$ cat config.mk
export PLATFORM = sky130hd
export DESIGN_NAME = program_loader_uart
export DESIGN_NICKNAME = d
export VERILOG_FILES = /design/src/rtl/program_loader_uart.sv
export SDC_FILE = /design/constraint.sdc
export NUM_CORES = 1
export LEC_CHECK = 0
export CAP_MARGIN = 20
export CORE_MARGIN = 10
export CORE_UTILIZATION = 49
export CTS_CLUSTER_DIAMETER = 80
export DETAILED_ROUTE_END_ITERATION = 12
export PLACE_DENSITY = 0.72
export SLEW_MARGIN = 20
export SYNTH_ARGS = -nofsm -noshare
export SYNTH_HDL_FRONTEND = slang
export SYNTH_SLANG_ARGS = --single-unit
$ cat constraint.sdc
create_clock -name clk -period 4.53 [get_ports clk]
set_input_delay 0.906 -clock clk [delete_from_list [all_inputs] [get_ports clk]]
set_output_delay 0.906 -clock clk [all_outputs]
set_load 0.02 [all_outputs]
$ cat src/rtl/program_loader_uart.sv
// program_loader_uart: UART byte receiver with FIFO that feeds a CPU programming port.
module program_loader_uart #(
  parameter int CLKS_PER_BIT = 16,
  parameter int PROG_BYTES   = 16,
  parameter int FIFO_DEPTH   = 4
) (
  input  logic       clk,
  input  logic       rst_n,
  input  logic       rx,
  input  logic       cpu_ready,
  input  logic       cpu_done_load,
  output logic [7:0] prog_data,
  output logic       prog_valid,
  output logic       programming,
  output logic       frame_err,
  output logic       overflow,
  output logic       busy
);
  localparam int CW = $clog2(CLKS_PER_BIT);
  localparam int AW = $clog2(FIFO_DEPTH);
  localparam int XW = $clog2(PROG_BYTES + 1);
  localparam logic [CW-1:0] HALF_M1 = CW'(CLKS_PER_BIT / 2 - 1);
  localparam logic [CW-1:0] FULL_M1 = CW'(CLKS_PER_BIT - 1);
  localparam logic [XW-1:0] LAST = XW'(PROG_BYTES - 1);
  typedef enum logic [1:0] {R_IDLE, R_START, R_DATA, R_STOP} r_state_t;
  typedef enum logic [1:0] {L_IDLE, L_LOAD, L_WAIT, L_RUN} l_state_t;
  r_state_t r_state, r_nxt;
  l_state_t l_state, l_nxt;
  logic rx_m, rx_s;
  logic [CW-1:0] cnt, cnt_nxt;
  logic [2:0] bidx, bidx_nxt;
  logic [7:0] sh, sh_nxt;
  logic brk, brk_nxt, push_r, push_nxt, ferr_nxt;
  logic [AW:0] wr_ptr, rd_ptr;
  logic [7:0] mem [FIFO_DEPTH];
  logic [XW-1:0] xfer_cnt;
  logic empty, full, pop, wr_en, flush;
  always_ff @(posedge clk or negedge rst_n)
    if (!rst_n) begin
      rx_m <= 1'b1;
      rx_s <= 1'b1;
      r_state <= R_IDLE;
      cnt <= '0;
      bidx <= '0;
      sh <= '0;
      brk <= 1'b0;
      push_r <= 1'b0;
      frame_err <= 1'b0;
    end else begin
      rx_m <= rx;
      rx_s <= rx_m;
      r_state <= r_nxt;
      cnt <= cnt_nxt;
      bidx <= bidx_nxt;
      sh <= sh_nxt;
      brk <= brk_nxt;
      push_r <= push_nxt;
      frame_err <= ferr_nxt;
    end
  // brk marks a failed stop bit: hold in R_STOP until the line returns high
  always_comb begin
    r_nxt = r_state;
    cnt_nxt = cnt + 1'b1;
    bidx_nxt = bidx;
    sh_nxt = sh;
    brk_nxt = brk;
    push_nxt = 1'b0;
    ferr_nxt = frame_err;
    case (r_state)
      R_IDLE: begin
        cnt_nxt = '0;
        r_nxt = rx_s ? R_IDLE : R_START;
      end
      R_START:
        if (cnt == HALF_M1) begin
          cnt_nxt = '0;
          bidx_nxt = '0;
          r_nxt = rx_s ? R_IDLE : R_DATA;
        end
      R_DATA:
        if (cnt == FULL_M1) begin
          cnt_nxt = '0;
          sh_nxt = {rx_s, sh[7:1]};
          bidx_nxt = bidx + 1'b1;
          r_nxt = (bidx == 3'd7) ? R_STOP : R_DATA;
        end
      R_STOP:
        if (brk) begin
          cnt_nxt = '0;
          brk_nxt = !rx_s;
          r_nxt = rx_s ? R_IDLE : R_STOP;
        end else if (cnt == FULL_M1) begin
          cnt_nxt = '0;
          push_nxt = rx_s;
          brk_nxt = !rx_s;
          ferr_nxt = frame_err | !rx_s;
          r_nxt = rx_s ? R_IDLE : R_STOP;
        end
    endcase
  end
  assign empty = (wr_ptr == rd_ptr);
  assign full = ((wr_ptr ^ rd_ptr) == {1'b1, {AW{1'b0}}});
  assign prog_valid = !empty && (l_state == L_LOAD);
  assign pop = prog_valid && cpu_ready;
  assign wr_en = push_r && (l_state != L_RUN) && (!full || pop);
  assign flush = (l_state == L_WAIT) && cpu_done_load;
  assign prog_data = empty ? 8'h00 : mem[rd_ptr[AW-1:0]];
  assign programming = (l_state == L_LOAD) || (l_state == L_WAIT);
  assign busy = (l_state != L_IDLE);
  always_ff @(posedge clk)
    if (wr_en) mem[wr_ptr[AW-1:0]] <= sh;
  always_ff @(posedge clk or negedge rst_n)
    if (!rst_n) begin
      wr_ptr <= '0;
      rd_ptr <= '0;
      overflow <= 1'b0;
      xfer_cnt <= '0;
      l_state <= L_IDLE;
    end else begin
      wr_ptr <= flush ? '0 : wr_ptr + {{AW{1'b0}}, wr_en};
      rd_ptr <= flush ? '0 : rd_ptr + {{AW{1'b0}}, pop};
      overflow <= overflow | (push_r && (l_state != L_RUN) && full && !pop);
      xfer_cnt <= xfer_cnt + {{(XW-1){1'b0}}, pop};
      l_state <= l_nxt;
    end
  always_comb begin
    l_nxt = l_state;
    case (l_state)
      L_IDLE: l_nxt = push_r ? L_LOAD : L_IDLE;
      L_LOAD: l_nxt = (pop && xfer_cnt == LAST) ? L_WAIT : L_LOAD;
      L_WAIT: l_nxt = cpu_done_load ? L_RUN : L_WAIT;
      default: l_nxt = L_RUN;
    endcase
  end
endmodule
[After elaboration in Yosys (flattened, before gate mapping)]
Memories as Yosys holds them, arrays and structs flattened.
Index checks and enable logic that the tools add are counted.
Storage, ports and cells
  flip-flop bits (word level): 36
  bits in latches: 0
  bits in writable memories: 32
  memory bits (read-only): 0
  output and inout port bits: 13
  word-level logic and storage cells: 91
  memories: 1
Memories
  mem: depth 4, bits a word 8, read ports 1, clocked after memory_dff 0, wr ports 1, RTL line 35  | logic [7:0] mem [FIFO_DEPTH];
Operators by class
  $add $sub $neg: 5
  $mul: 0
  div/mod/pow operators: 0
  order comparisons: 0
  eq/ne operators: 15
  shift-type cells: 0
  multiplexer cells: 30
  bitwise logic cells: 4
  reductions and logical operators: 22
Operator list (number)
  $pmux 4 s4: 1
  $mux 2: 7
  $mux 3: 4
  $mux 4: 3
  $mux 1: 11
  $reduce_and 3->1: 3
  $logic_and 1x1->1: 8
  $mux 8: 1
  $pmux 2 s4: 1
  $add 3x1->3: 2
  $eq 2x2->1 const B: 3
  $eq 3x3->1 const B: 2
  $ne 2x2->1 const B: 3
  $pmux 2 s3: 1
  $pmux 3 s2: 1
  $add 5x1->5: 1
  $eq 5x4->1 const B: 1
  $add 4x1->4 const B: 1
  $eq 2x1->1 const B: 2
  $eq 4x3->1 const B: 1
  $eq 4x4->1 const B: 1
  $logic_not 1->1: 4
  $logic_not 2->1: 2
  $reduce_bool 2->1: 2
  other kinds (8): 10

[Depth between registers and ports, before layout]
  word-level depth: 8
  gate-level depth with buffers: 9
  gate-level depth less buffers: 9

[Worst setup path after synthesis]
No wires, ideal clock.
  path kind: input-to-reg
  start point: in cpu_ready
  end point: mem mem[2][0] (enable)
  data arrival time: 1976 ps
  required time: 4145 ps
  slack: 2169 ps
  cell stages on the path: 3
  buffers on the path: 0
  path through: nand2_1 a41o_1 nor3b_1
On the way
  longest elaborated chain between the ends: 5
RTL lines
  start, declared: RTL line 10  | input logic cpu_ready,
  $logic_and 1x1->1: RTL line 104  | assign pop = prog_valid && cpu_ready;
  $logic_or 1x1->1: RTL line 105  | assign wr_en = push_r && (l_state != L_RUN) && (!full || pop);
  $logic_and 1x1->1: RTL line 105
  $mux 1: RTL line 111  | if (wr_en) mem[wr_ptr[AW-1:0]] <= sh;
  $mux 1 (implied by the code): RTL line 111
  end, declared: RTL line 35
No other way between the ends.

[Worst setup path in the final report]
  start point: reg rd_ptr[0]
  end point: out prog_data[4]
On the way
  longest elaborated chain between the ends: 2
RTL lines
  start, declared: RTL line 34  | logic [AW:0] wr_ptr, rd_ptr;
  start signal, assigned: RTL line 121  | rd_ptr <= flush ? '0 : rd_ptr + {{AW{1'b0}}, pop};
  $mem_v2 4x8 / $eq 3x3->1 (equally long branches)
  $mux 8 *: RTL line 107  | assign prog_data = empty ? 8'h00 : mem[rd_ptr[AW-1:0]];
  end, declared: RTL line 12  | output logic [7:0] prog_data,
Every way passes the cells marked *; elsewhere a longest branch is shown, timed or not.

==> key figures <==
Outcome
  – Status: completed

Floorplanning
  – DIE HEIGHT: about 98 µm
  – Initial Util: 50.36%
  – Die Wd: 97.78 µm
  – Std-Cell Rows: 28
  – Core Box Area: 5886 µm²
  – Die area: 9560 µm²
  – # IOs: 18

Worst hold path
  – Worst Hold Class: flip-flop to flip-flop

Synth
  – Syn_nets: 211
  – FF+latch count, synth: 68
  – Post-synthesis simple-gate area fraction: 9.371%
  – Synthesis Warnings: 0
  – Post-synthesis compound-gate area fraction: 6.121%
  – Adder and majority gate portion of the synthesized area: a little under 6%
  – Mapped Area: 2964 µm²
  – Synth Area per Inst: 15.44 µm²
  – Async set-reset flop share out of synthesis: a little over half
  – Top_reg_cell synth: dfrtp_1
  – Syn Inst Count: 192
  – Sequential share of the synthesized area: 62.90%
  – Post-synth EDFFs: 32
  – Synth Area in XOR/XNOR: 3.461%
  – Proportion of synthesized area in mux cells: 10.13%
  – Synth unique cells: 44
  – Largest family of logic cells by synthesized area: multiplexers

Drt
  – DRT Pass-1 Iters: 4
  – Remaining DRCs: 0
  – Vias per Instance: 5.339
  – WL/cell: between 15 and 20 µm
  – Number of DRC markers in iteration 0: 41
  – Routed vias: 1,591
  – Final wirelength: roughly 4.8 mm
  – Routed Antenna Nets: 0

Power
  – Pwr dens: approximately 640 nW/µm²
  – Static leakage: 0.001414 µW
  – Gate power share: about a third
  – Switching Share: 32.19%
  – Clk pwr share: 26.7%
  – Sequential Power Share: 41.0%
  – Internal power: 1495 µW
  – Peak VDD IR: 428.5 µV
  – Switching pwr: 709.7 µW

STA
  – Worst relative slew slack: 51.67%
  – RSZ-0062 raised after global routing: no
  – Max Slew Vio Count: 0
  – Fin Setup TNS: 0 ns
  – Worst-margin pin slew: 0.7219 ns
  – Final period util: 73.35%
  – Final hold viol count: 0
  – Post-layout min period: 3.323 ns
  – Final setup fails: 0
  – Fmax: 301.0 MHz
  – Layout Skew: 0.01092 ns

Clock network
  – CTS buffer count: 9
  – Setup bufs post-CTS: 0
  – CTS Sinks: 68
  – Clock root buffer: clkbuf_8
  – Reg clk slew, reported paths: 0.07 ns
  – H-tree Lvls: 3
  – Clk buf depth: 2
  – CTS Hold Bufs: 0
  – Post_cts resized: 0
  – CTS tree: yes
  – Worst skew pair latency: roughly 0.34 ns

Critical path
  – Critical path origin: rd_ptr[0]$_DFF_PN0_
  – Critical Path RT: 3.62 ns
  – Crit path DAT: 2.42 ns
  – Worst R2R Path Depth: 3
  – CP Capture Type: output port
  – Critical Path Sink: prog_data[4]
  – Critical R2R Capture: mem[1][3]$_DFFE_PP_
  – Worst Setup Path Type: flip-flop to output port
  – Reg2Reg Setup Slack: between 2 and 2.5 ns
  – Worst r2r src: rd_ptr[0]$_DFF_PN0_
  – Critical Path Fanout Max: 10
  – Startpoint types: flip-flop

GRT
  – Initial antenna violation count: 0
  – Gr ovfl total: 0
  – First-pass GRT wire length: 8.445 mm
  – Global Route Usage Sum: 11.05%
  – Largest net degree at the start of global routing: 28
  – Vias in the first global route: 1,652

Placed design
  – Port Buf Inserts: 17
  – Final Wtd Congestion: ~0.8
  – Hpwl dp: 3.248 mm

Layout
  – Most common cell after layout, fill and taps aside: dfrtp_1
  – Antenna Cells: 0
  – Share of cells above drive strength 1: 17.94%
  – Area grow syn2layout: 16.55%
  – Finished Core Util: 58.69%
  – Nets@finish: 237
  – Most frequent cells in the layout: dfrtp_1 (34), edfxtp_1 (32), clkdlybuf4s50_1 (17), ha_1 (14), and2_1 (13)

Flow run
  – Number of max-cap violations: 0
-- metal layers --
metal	part of all wire [%]	GRT usage, %	wire, µm	up-vias
met5	0	0	0	-
met4	1.8	6.376	85	0
met3	4.4	3.876	214	9
met2	45	16.04	2198	30
met1	48	13.99	2334	775
li1	-	-	-	777
-- cell type report --
type	count	area, µm²
Clock buffer	9	123.9
Tap cell	75	93.84
Inverter	6	22.52
Timing Repair Buffer	20	192.7
Multi-Input combinational cell	113	1042
Sequential cell	68	1864
Clock inverter	7	115.1
Fill cell	462	2431
-- critical path, stage by stage, from the launching register on --
cell and delay (ns):
dfrtp_1 0.72, mux4_1 0.64, and2_1 0.17, clkdlybuf4s50_1 0.54
-- power groups by stage --
stage	Combinational, µW	Clock (µW)	Sequential, µW
3_3_place_gp	708	0	914
5_1_grt	799	627	930
3_5_place_dp	724	0	917
4_1_cts	728	602	906
6_report	713	589	903
2_1_floorplan	541	0	845
-- flip-flops by register name, summed over array words and instances (netlist names), named ones only --
register	flops
rd_ptr	3
rx_s	1
push_r	1
bidx	3
overflow	1
frame_err	1
mem	32
brk	1
cnt	4
wr_ptr	3
l_state	2
sh	8
xfer_cnt	5
r_state	1
rx_m	1
-- cells by family after synthesis --
kind of cell	count (synthesis)
flops	68
compound gates	25
mux	17
fa+ha+maj	14
xor+xnor	10
buf+inv	11
simple gates	47
-- worst min path at each step --
stage                     endpoint  cells after the start           start  slack (ns)
finish              rx_s$_DFF_PN1_                      0  rx_m$_DFF_PN1_        0.36
global route        rx_s$_DFF_PN1_                      0  rx_m$_DFF_PN1_        0.37
CTS                 rx_s$_DFF_PN1_                      0  rx_m$_DFF_PN1_        0.36
detailed placement  rx_s$_DFF_PN1_                      0  rx_m$_DFF_PN1_        0.35
global placement    rx_s$_DFF_PN1_                      0  rx_m$_DFF_PN1_        0.35
floorplan           rx_s$_DFF_PN1_                      0  rx_m$_DFF_PN1_        0.35
-- metrics by stage --
| stage | cells | instance area [µm²] | total power, µW | worst slack [ns] | hold slack (ns) |
|---|---|---|---|---|---|
| 2_1_floorplan | 192 | 2964 | 1386 | 2.169 | 0.3452 |
| 4_1_cts | 298 | 3450 | 2236 | 1.137 | 0.3596 |
| 3_5_place_dp | 282 | 3211 | 1642 | 1.164 | 0.3470 |
| 6_report | 298 | 3455 | 2205 | 1.207 | 0.3581 |
| 3_3_place_gp | 282 | 3211 | 1622 | 1.422 | 0.3467 |
| 5_1_grt | 298 | 3455 | 2357 | 1.038 | 0.3651 |
-- cell usage after synthesis (2+ instances only) --
cell type  count  area (µm²)
dfrtp_1       34       850.8
edfxtp_1      32       960.9
ha_1          14       175.2
and2_1        13       81.33
mux2_2         9       101.4
inv_1          6       22.52
nand2_1        6       22.52
nor2_1         6       22.52
a21oi_1        5       25.02
mux4_1         5       131.4
xnor2_1        5       43.79
a31oi_1        4       25.02
nor3b_1        4       30.03
o21ai_0        4       20.02
mux4_2         3       67.56
nand3_1        3       15.01
xor2_1         3       26.28
a22o_1         2       17.52
and3b_1        2       17.52
buf_2          2       10.01
buf_6          2       22.52
dfstp_2        2       52.55
nand2b_1       2       12.51
nand3b_1       2       15.01
nand4_1        2       12.51
xnor2_2        2       32.53
Power figures use the tool's default switching activity.
